File: src/rtl/sumador_pkg.sv
// Shared constants for the serial adder: state encoding
// and default operand width.
package sumador_pkg;

  localparam int ANCHO_DEF = 8;

  localparam logic [1:0] REPOSO = 2'd0;
  localparam logic [1:0] SUMA   = 2'd1;
  localparam logic [1:0] FIN    = 2'd2;

endpackage

File: src/rtl/sumador_serial_ctrl_completo.sv
// Sumador_Completo: 1-bit full adder cell.
// Ports: X, Y, AcarreoEntrada in; Salida, AcarreoSalida out.
module Sumador_Completo (
  input  logic X,
  input  logic Y,
  input  logic AcarreoEntrada,
  output logic AcarreoSalida,
  output logic Salida
);

  logic p;

  assign p             = X ^ Y;
  assign Salida        = p ^ AcarreoEntrada;
  assign AcarreoSalida = (X & Y) | (AcarreoEntrada & p);

endmodule

File: src/rtl/sumador_serial_ctrl.sv
// Bit-serial adder: one full-adder cell, LSB first, one bit per clock.
// Ports: clk, rst (sync, active-high), inicio, A, B, AcarreoEntrada in;
// ocupado, listo, Resultado, AcarreoSalida out.
module sumador_serial_ctrl
  import sumador_pkg::*;
#(
  parameter int ANCHO = ANCHO_DEF
) (
  input  logic             clk,
  input  logic             rst,
  input  logic             inicio,
  input  logic [ANCHO-1:0] A,
  input  logic [ANCHO-1:0] B,
  input  logic             AcarreoEntrada,
  output logic             ocupado,
  output logic             listo,
  output logic [ANCHO-1:0] Resultado,
  output logic             AcarreoSalida
);

  localparam int CW = $clog2(ANCHO);
  localparam logic [CW-1:0] ULTIMO = CW'(ANCHO - 1);

  logic [1:0]       estado;
  logic [ANCHO-1:0] reg_a;
  logic [ANCHO-1:0] reg_b;
  logic [ANCHO-2:0] reg_s;
  logic             acarreo;
  logic [CW-1:0]    cuenta;
  logic             bit_s;
  logic             bit_c;
  logic [ANCHO-1:0] res_sig;

  Sumador_Completo u_fa (
    .X              (reg_a[0]),
    .Y              (reg_b[0]),
    .AcarreoEntrada (acarreo),
    .AcarreoSalida  (bit_c),
    .Salida         (bit_s)
  );

  // Sum bit enters at the MSB; after ANCHO shifts the
  // first bit computed has reached bit 0.
  assign res_sig = {bit_s, reg_s};

  assign ocupado = (estado == SUMA);
  assign listo   = (estado == FIN);

  always_ff @(posedge clk) begin
    if (rst) begin
      estado        <= REPOSO;
      reg_a         <= '0;
      reg_b         <= '0;
      reg_s         <= '0;
      acarreo       <= 1'b0;
      cuenta        <= '0;
      Resultado     <= '0;
      AcarreoSalida <= 1'b0;
    end else begin
      case (estado)
        REPOSO, FIN: begin
          if (inicio) begin
            reg_a   <= A;
            reg_b   <= B;
            acarreo <= AcarreoEntrada;
            cuenta  <= '0;
            estado  <= SUMA;
          end else begin
            estado  <= REPOSO;
          end
        end
        SUMA: begin
          reg_s   <= res_sig[ANCHO-1:1];
          reg_a   <= reg_a >> 1;
          reg_b   <= reg_b >> 1;
          acarreo <= bit_c;
          cuenta  <= cuenta + 1'b1;
          // Outputs only change here so partial sums stay hidden.
          if (cuenta == ULTIMO) begin
            estado        <= FIN;
            Resultado     <= res_sig;
            AcarreoSalida <= bit_c;
          end
        end
        default: estado <= REPOSO;
      endcase
    end
  end

endmodule
File: config.mk
export PLATFORM = sky130hd
export DESIGN_NAME = sumador_serial_ctrl
export DESIGN_NICKNAME = d
export VERILOG_FILES = /design/src/rtl/sumador_pkg.sv /design/src/rtl/sumador_serial_ctrl_completo.sv /design/src/rtl/sumador_serial_ctrl.sv
export SDC_FILE = /design/constraint.sdc
export NUM_CORES = 1
export LEC_CHECK = 0
export BUFFER_PORTS_ARGS = -buffer_cell sky130_fd_sc_hd__buf_2
export CORE_UTILIZATION = 35
export CTS_CLUSTER_DIAMETER = 150
export DETAILED_ROUTE_END_ITERATION = 10
export PLACE_DENSITY = 0.56
export SYNTH_ARGS = -nofsm -noshare
export SYNTH_HDL_FRONTEND = slang
export SYNTH_SLANG_ARGS = --single-unit
File: constraint.sdc
create_clock -name clk -period 1.4 [get_ports clk]
set_input_delay 0.42 -clock clk [delete_from_list [all_inputs] [get_ports clk]]
set_output_delay 0.42 -clock clk [all_outputs]
set_load 0.02 [all_outputs]
==> impl_results.md <==
* Total Die Area at 4690 um2
* Core area at 4120 um2
* Total design power at 0.00230 W
* Number of diodes at 0
* CTS buffer count at 5
* Clock latency on the worst-skew pair at 290 ps
* Seq/Total Area, Yosys at 49.2%
* Synthesized flop and latch total at 38
* Max Cap Viol at 0
* Root buf cell: clkbuf_8
* Final ANT Viol Nets at 0
* GRT overflow at 0
* Worst Clk Skew at 4.98 ps
* Met3 WL at 125 um
* Drt total wl at 3080 um
* First-pass DRT Iterations at 5
* Fmax at 0.738 GHz
* Final hold slack at 366 ps
* Clock Pin Slew Worst Setup and Hold Paths at 70 ps
* CP Capture Type: output pin
* Mapped Avg Cell Area at 8.18 um2
* Peak VDD IR at 0.485 mV
* CP max FO at 3
* Largest net degree at the start of global routing at 44
* Die Width at 68.5 um
* Most frequent cells in the layout: nand2_1 (57), dfxtp_1 (36), buf_2 (28)
* Post-place setup slack at 116 ps
* Synth Cell Area at 1550 um2
* Synth warn at 0
* Worst Max-Slew Pin Slew at 206 ps
* Port Buf Inserts at 30
* Power Density at 1210 nW/um2
* P&R area growth vs syn at 22.6%
* Routed length on met1 at 1510 um
* Most common cell after layout, fill and taps aside: nand2_1
* Clock Tree Buf Depth at 2
* Setup violators final at 0
* CTS Sinks at 38
* DR WL/cell at 11.4 um
* Gate Count Post-Synth at 189
* Drt drc at 0
* Initial Utilization at 37.6%
* DPL Wire Length at 1960 um
* Io pins at 31
* Top layer in use: met4
* Vias in the first global route at 1128
* Leakage at 0.768 nW
* First-pass GRT wire length at 5020 um
* Dpl cell area at 1760 um2
* Layout cells sized above 1 at 24.1%
* Vias at 1313
* Worst endpoint required time at 980 ps
* All-Layer GR Usage at 14.8%
* Fillers at 422
* Drt initial violations at 90
* Fin Setup TNS at 0 ps
* Status: finished, final reports clean
* Rows at 23
* Synth Net Count at 212
* CTS H-tree depth at 2
* Period utilisation layout at 96.7%
* RSZ-0062 raised after global routing: false
* CTS tree: built
* Slew margin rel. at 86.2%
* GP Congestion at 0.713
* Final min period at 1350 ps
* Post-CTS setup buffer count at 0
* Post-synthesis cell type count at 18
* Startpoint Class: register
* Hold Path Class: primary input to register
* Critical path type: register to output pin
* Final instance area at 1900 um2
* Post-DR vias/cell at 4.86
* Setup ws final at 45.7 ps
* Hold Vio Cnt, Final at 0
* Die height at 68.5 um
* Worst endpoint data arrival time at 930 ps
* Initial antenna violation count at 0
* Fin nets at 242
* Max Slew Vio Count at 0
* Wire length on met2 at 1390 um
==> worst max-delay path, cell delays in order (launching register included) <==
cell and delay [ps]:
dfxtp_2 320, nand2b_4 150, inv_2 70, buf_6 110
==> through the flow <==
step,util (%),cells
final,46.1,270
after global routing,46.1,270
after CTS,45.8,270
after detailed placement,42.8,262
after global placement,42.8,262
after floorplan,-,189
==> cells by family (layout without fill, tap and decap cells) <==
family          Yosys count  after routing  synth area share (%)
fa+ha+maj                 3              3                  2.91
buf+inv                  17             48                  6.88
flops                    38             38                  49.2
simple gates             94             94                  25.0
compound gates           37             37                  16.0
==> path summary, 6_finish.rpt <==
kind | start | cells after the start | slack [ps] | endpoint
max | estado[1] | 3 | 50 | ocupado
min | A[7] | 3 | 370 | reg_a[7]
max reg2reg | cuenta[0] | 6 | 170 | Resultado[0]
min reg2reg | Resultado[3] | 2 | 450 | Resultado[3]
==> report_power, final <==
group / internal, W / total (W) / switching [W]
clock: 0.000497 / 0.000865 / 0.000368
combinational: 0.000114 / 0.000260 / 0.000146
sequential: 0.00114 / 0.00117 / 0.0000344
total: 0.00175 / 0.00230 / 0.000548
==> flip-flops by register name, summed over array words and instances (netlist names) <==
register and count:
Resultado 8, reg_a 8, reg_b 8, reg_s 7
cuenta 3, estado 2, AcarreoSalida 1, acarreo 1
==> Yosys cell counts <==
| cell | n | area (um2) |
|---|---|---|
| nand2_1 | 57 | 214 |
| dfxtp_1 | 38 | 761 |
| a21oi_1 | 20 | 100 |
| nor2_1 | 17 | 63.8 |
| a311oi_1 | 15 | 131 |
| nand3_1 | 14 | 70.1 |
| clkbuf_1 | 5 | 18.8 |
| buf_2 | 4 | 20.0 |
| buf_4 | 4 | 30.0 |
| buf_6 | 3 | 33.8 |
| nand2b_1 | 3 | 18.8 |
| ha_1 | 2 | 25.0 |
| nor2b_1 | 2 | 12.5 |
| a21oi_2 | 1 | 8.76 |
| fa_1 | 1 | 20.0 |
| inv_2 | 1 | 3.75 |
| nand3b_1 | 1 | 7.51 |
| o21a_1 | 1 | 7.51 |
==> final cells by class <==
class	count	area, um2	share of cell area [%]
Clock buffer	8	110	5.81
Multi-Input combinational cell	134	689	36.4
Timing Repair Buffer	39	264	13.9
Inverter	1	3.75	0.198
Sequential cell	38	766	40.4
Tap cell	50	62.6	3.30
==> timing repair <==
| action | CTS | global route |
|---|---|---|
| hold buffers | 0 | 0 |
| endpoints found under the hold margin | 0 | 0 |
| endpoints found under the setup margin | 1 | 2 |
| resized for setup | 3 | 5 |
==> per-layer routing <==
layer  up-vias  GRT usage, %
met5         -             0
met4         0          7.03
met3         6          5.50
met2        21          22.8
met1       588          18.2
li1        698             -
Power figures use the tool's default switching activity.
